`src/rtl/fp_normalizer.sv`:
```
// rtl/fp_normalizer.sv - binary32 post-adder normalize, round-to-nearest-even and pack stage
module fp_normalizer (
    input  logic        clk,
    input  logic        rst_n,
    input  logic        in_valid,
    output logic        in_ready,
    input  logic        in_sign,
    input  logic [7:0]  in_exp,
    input  logic [24:0] in_mant,
    output logic        out_valid,
    input  logic        out_ready,
    output logic [31:0] out_result,
    output logic        out_zero,
    output logic        out_ovf,
    output logic        out_unf
);
    typedef enum logic [2:0] {
        S_IDLE,
        S_CHECK,
        S_SHIFT,
        S_ROUND,
        S_DONE
    } state_t;

    state_t      state_q, state_d;
    logic        sign_q, sign_d;
    logic [8:0]  exp_q, exp_d;
    logic [24:0] mant_q, mant_d;
    logic        guard_q, guard_d;
    logic [31:0] result_q, result_d;
    logic        zero_q, zero_d;
    logic        ovf_q, ovf_d;
    logic        unf_q, unf_d;

    logic [24:0] rnd_sum;
    logic [24:0] rnd_mant;
    logic [8:0]  rnd_exp;
    logic [8:0]  exp_inc;

    assign exp_inc = exp_q + 9'd1;

    // Sticky is always zero here, so a tie is exactly guard=1; round up only on an odd LSB.
    always_comb begin
        rnd_sum  = mant_q + {24'b0, guard_q & mant_q[0]};
        rnd_mant = rnd_sum;
        rnd_exp  = exp_q;
        if (rnd_sum[24]) begin
            rnd_mant = rnd_sum >> 1;
            rnd_exp  = exp_inc;
        end
    end

    always_comb begin
        state_d  = state_q;
        sign_d   = sign_q;
        exp_d    = exp_q;
        mant_d   = mant_q;
        guard_d  = guard_q;
        result_d = result_q;
        zero_d   = zero_q;
        ovf_d    = ovf_q;
        unf_d    = unf_q;
        case (state_q)
            S_IDLE: begin
                if (in_valid) begin
                    sign_d   = in_sign;
                    exp_d    = {1'b0, in_exp};
                    mant_d   = in_mant;
                    guard_d  = 1'b0;
                    result_d = 32'b0;
                    zero_d   = 1'b0;
                    ovf_d    = 1'b0;
                    unf_d    = 1'b0;
                    state_d  = S_CHECK;
                end
            end
            S_CHECK: begin
                if (mant_q == 25'b0) begin
                    result_d = {sign_q, 31'b0};
                    zero_d   = 1'b1;
                    state_d  = S_DONE;
                end else if (mant_q[24]) begin
                    guard_d = mant_q[0];
                    mant_d  = mant_q >> 1;
                    exp_d   = exp_inc;
                    if (exp_inc == 9'd255) begin
                        result_d = {sign_q, 8'hFF, 23'b0};
                        ovf_d    = 1'b1;
                        state_d  = S_DONE;
                    end else begin
                        state_d = S_ROUND;
                    end
                end else if (mant_q[23]) begin
                    state_d = S_ROUND;
                end else begin
                    state_d = S_SHIFT;
                end
            end
            S_SHIFT: begin
                if (mant_q[23]) begin
                    state_d = S_ROUND;
                end else if (exp_q == 9'd1) begin
                    result_d = {sign_q, 8'h00, mant_q[22:0]};
                    unf_d    = 1'b1;
                    state_d  = S_DONE;
                end else begin
                    // Look ahead at bit 22 so the final shift hands straight to ROUND.
                    mant_d = mant_q << 1;
                    exp_d  = exp_q - 9'd1;
                    if (mant_q[22]) begin
                        state_d = S_ROUND;
                    end
                end
            end
            S_ROUND: begin
                mant_d = rnd_mant;
                exp_d  = rnd_exp;
                if (rnd_exp == 9'd255) begin
                    result_d = {sign_q, 8'hFF, 23'b0};
                    ovf_d    = 1'b1;
                end else begin
                    result_d = {sign_q, rnd_exp[7:0], rnd_mant[22:0]};
                end
                state_d = S_DONE;
            end
            S_DONE: begin
                if (out_ready) begin
                    state_d = S_IDLE;
                end
            end
            default: begin
                state_d = S_IDLE;
            end
        endcase
    end

    always_ff @(posedge clk) begin
        if (!rst_n) begin
            state_q  <= S_IDLE;
            sign_q   <= 1'b0;
            exp_q    <= 9'b0;
            mant_q   <= 25'b0;
            guard_q  <= 1'b0;
            result_q <= 32'b0;
            zero_q   <= 1'b0;
            ovf_q    <= 1'b0;
            unf_q    <= 1'b0;
        end else begin
            state_q  <= state_d;
            sign_q   <= sign_d;
            exp_q    <= exp_d;
            mant_q   <= mant_d;
            guard_q  <= guard_d;
            result_q <= result_d;
            zero_q   <= zero_d;
            ovf_q    <= ovf_d;
            unf_q    <= unf_d;
        end
    end

    assign in_ready   = (state_q == S_IDLE);
    assign out_valid  = (state_q == S_DONE);
    assign out_result = result_q;
    assign out_zero   = zero_q;
    assign out_ovf    = ovf_q;
    assign out_unf    = unf_q;
endmodule

```
`config.mk`:
```
export PLATFORM = sky130hd
export DESIGN_NAME = fp_normalizer
export DESIGN_NICKNAME = d
export VERILOG_FILES = /design/src/rtl/fp_normalizer.sv
export SDC_FILE = /design/constraint.sdc
export NUM_CORES = 1
export LEC_CHECK = 0
export ABC_AREA = 1
export BUFFER_PORTS_ARGS = -buffer_cell sky130_fd_sc_hd__buf_2
export CAP_MARGIN = 40
export CELL_PAD_IN_SITES_DETAIL_PLACEMENT = 2
export CELL_PAD_IN_SITES_GLOBAL_PLACEMENT = 2
export CORE_ASPECT_RATIO = 1.4
export CORE_MARGIN = 3
export CORE_UTILIZATION = 28
export DETAILED_ROUTE_END_ITERATION = 10
export GPL_ROUTABILITY_DRIVEN = 0
export GPL_TIMING_DRIVEN = 0
export HOLD_SLACK_MARGIN = 0.15
export PLACE_DENSITY_LB_ADDON = 0.1
export SYNTH_ARGS = -nofsm -noshare
export SYNTH_HDL_FRONTEND = slang
export SYNTH_SLANG_ARGS = --single-unit
```
`constraint.sdc`:
```
create_clock -name clk -period 2.05 [get_ports clk]
set_input_delay 0.3075 -clock clk [delete_from_list [all_inputs] [get_ports clk]]
set_output_delay 0.3075 -clock clk [all_outputs]
set_load 0.02 [all_outputs]
```
==> flow_summary.yaml <==
timing:
  finalHoldViolCount: 0
  holdWs_ps: 235
  min_period_ps: 2790
  setup_viol: 71
  worst_slew_pin_slew_ps: 1100
  skew_ps: 9.47
  setup_slack_ps: -745
  final.period_utilization: 1.36
  fmax_ghz: 0.358
  rsz0062_at_grt: "yes"
  maxSlewHeadroom: 0.264
  drv_slew: 0
routing:
  postRouteAntennaNets: 0
  routed_wl_um: 41600
  drtIter0Drc: 466
  vias_per_cell: 5.97
  routed-via-count: 7844
  dr.pass1.iters: 5
  drc_errors: 0
  wl_per_cell_um: 31.6
die:
  die-height_um: 170
  io_pins: 75
  die_area_um2: 21000
  design.core.area_um2: 18800
  initial_core_util: 0.288
  placementRows: 59
  die-width_um: 123
synth:
  syn_inst: 902
  synthArstFlopShare: 0
  syn_nets: 945
  synth.ff_latch_count: 74
  synth_area_per_cell_um2: 5.99
  yosys_warnings: 0
  yosysSeqAreaShare: 0.274
  synth.distinct_cells: 42
  syn_area_um2: 5410
  synthFlopType: "dfxtp_1"
  synth_edf_count: 0
power:
  p_sw_mw: 9.43
  p_sw_frac: 0.558
  p_per_area_nw_per_um2: 1820
  ir_drop_mv: 0.750
  combPwrFrac: 0.737
  clock_power_share: 0.113
  power_mw: 16.9
  intPower_mw: 7.47
  power_frac_seq: 0.150
  leakage_nw: 3.88
global_route:
  track_usage: 0.322
  grt_pass1_vias: 8158
  grt_first_pass_wirelength_um: 49700
  grt_max_degree: 15
  grt-ovfl-total: 0
  antenna_found_initial: 0
job:
  drv_cap: 0
worst_setup_path:
  crit_end: "out_ovf"
  r2r_setup_slack_ps: -740
  worstSetupPathType: "reg2reg"
  reg2reg_depth: 19
  crit_required_ps: 2330
  path_max_fanout: 10
  r2r_start: "guard_q"
  crit_path_start: "guard_q"
  worstSetupStartpointType: "flop"
  endpoint_kind: "flop"
  regToRegEndpoint: "out_ovf"
  critical_path_arrival_ps: 3070
layout:
  finalNetCount: 1108
  diodes: 0
  layout_common_cells: "218 x nand2_1, 80 x buf_2, 68 x nand2_2"
  mostFrequentLayoutCell: "nand2_1"
  area_growth_pct: 71.3
  layout-drive-gt1-share: 0.520
  fill_cells: 2091
placed_design:
  detailed_place_hpwl_um: 19900
  io_buffer_count: 74
clock_network:
  tritoncts: "built"
  insertion_delay_ps: 370
  path_clk_slew_ps: 70
  cts.sinks: 74
  cts_max_level: 3
  cts-root-buf: "clkbuf_16"
  cts_hold_buf: 0
  clockBufferDepth: 2
  cts_made_buffers: 9
outcome:
  status: "finished with violations"
  violations: "negative setup slack"
worst_hold_path:
  hold_path.class: "in2reg"
state kept, by name, indices dropped and copies added (netlist names):
| name | cells |
|---|---|
| guard_q | 1 |
| out_unf | 1 |
| out_zero | 1 |
| mant_q | 25 |
| sign_q | 1 |
| exp_q | 9 |
| out_ovf | 1 |
| out_result | 32 |
| state_q | 3 |
stage by stage:
stage               cells   util  area [um^2]  setup TNS, ps  setup slack (ps)
floorplan             902      -         5440          -1530             -80.5
global placement     1220  0.326         6110         -51660             -1000
detailed placement   1220  0.326         6110         -53740             -1060
CTS                  1288  0.421         7890         -11790              -340
global route         1314  0.494         9260         -42110              -843
finish               1314  0.494         9260         -36270              -745
worst min-delay path by stage:
stage	start	endpoint	slack (ps)	cells after the start
finish	in_mant[16]	mant_q[16]	240	3
global route	in_sign	sign_q	260	3
CTS	in_exp[3]	exp_q[3]	210	3
detailed placement	out_ovf	out_ovf	450	2
global placement	out_zero	out_zero	440	2
floorplan	sign_q	sign_q	440	2
area by class of cell:
class | count | area [um^2] | share of cell area
Buffer | 48 | 472 | 0.0509
Clock buffer | 10 | 239 | 0.0258
Multi-Input combinational cell | 702 | 5000 | 0.540
Timing Repair Buffer | 157 | 1280 | 0.138
Clock inverter | 6 | 95.1 | 0.0103
Inverter | 73 | 324 | 0.0350
Sequential cell | 74 | 1550 | 0.167
Tap cell | 244 | 305 | 0.0330
routing by layer:
layer	global-route usage	up-vias	wire, um
met5	0	-	0
met4	0.260	0	4370
met3	0.0575	233	2750
met2	0.563	440	20900
met1	0.328	3887	13500
li1	-	3284	-
synth_stat cells, drive strengths merged (2+ instances only):
cell,count,area [um^2]
nand2,332,1290
ha,5,62.6
o32ai,11,96.3
inv,68,255
or2,5,31.3
o211ai,6,45.0
xor2,17,149
buf,29,173
a21oi,80,400
o221ai,5,43.8
a32o,2,20.0
o21ai,38,201
clkbuf,25,93.8
nand3,49,263
nor2,72,309
nor4,2,12.5
xnor2,3,26.3
dfxtp,74,1480
nor3,44,225
clkinv,5,20.0
nand4,16,100
o2111ai,5,43.8
o31ai,5,37.5
critical path, cell delays in order, from the launching register on:
cell	delay, ps
dfxtp_2	360
nand2_2	70
inv_2	100
ha_4	150
nand2_4	60
nor2_4	130
nand2_4	120
nor2_8	190
nand2_4	90
nand2_8	100
buf_12	150
nand3_4	70
nand2_2	110
nand2_4	70
nor2_4	130
nand3_4	190
buf_8	220
nand2_2	70
nand3_2	100
a21oi_1	220
cell families after synthesis:
logic type                 Yosys count  share of synthesized area
xor gates and xnor gates            20                     0.0324
buffers and inverters              127                      0.100
adders and majority gates            5                     0.0116
AOI/OAI and AO/OA                  156                      0.169
and+or+nand+nor                    520                      0.412
DFF                                 74                      0.274
power groups by stage:
stage / Clock [mW] / Combinational (mW) / Sequential, mW
final: 1.91 / 12.5 / 2.53
after global routing: 1.98 / 12.8 / 2.55
after CTS: 1.90 / 9.50 / 2.34
after detailed placement: 0 / 6.41 / 2.21
after global placement: 0 / 6.28 / 2.20
after floorplan: 0 / 4.07 / 2.16
repair_timing:
action	4_1_cts	5_1_grt
gates cloned	8	2
setup endpoints to repair	72	71
endpoints found under the hold margin	0	0
pin swaps	39	77
setup buffers	47	35
gates resized for setup	256	318
No activity file was read; power rests on OpenSTA's default activity.
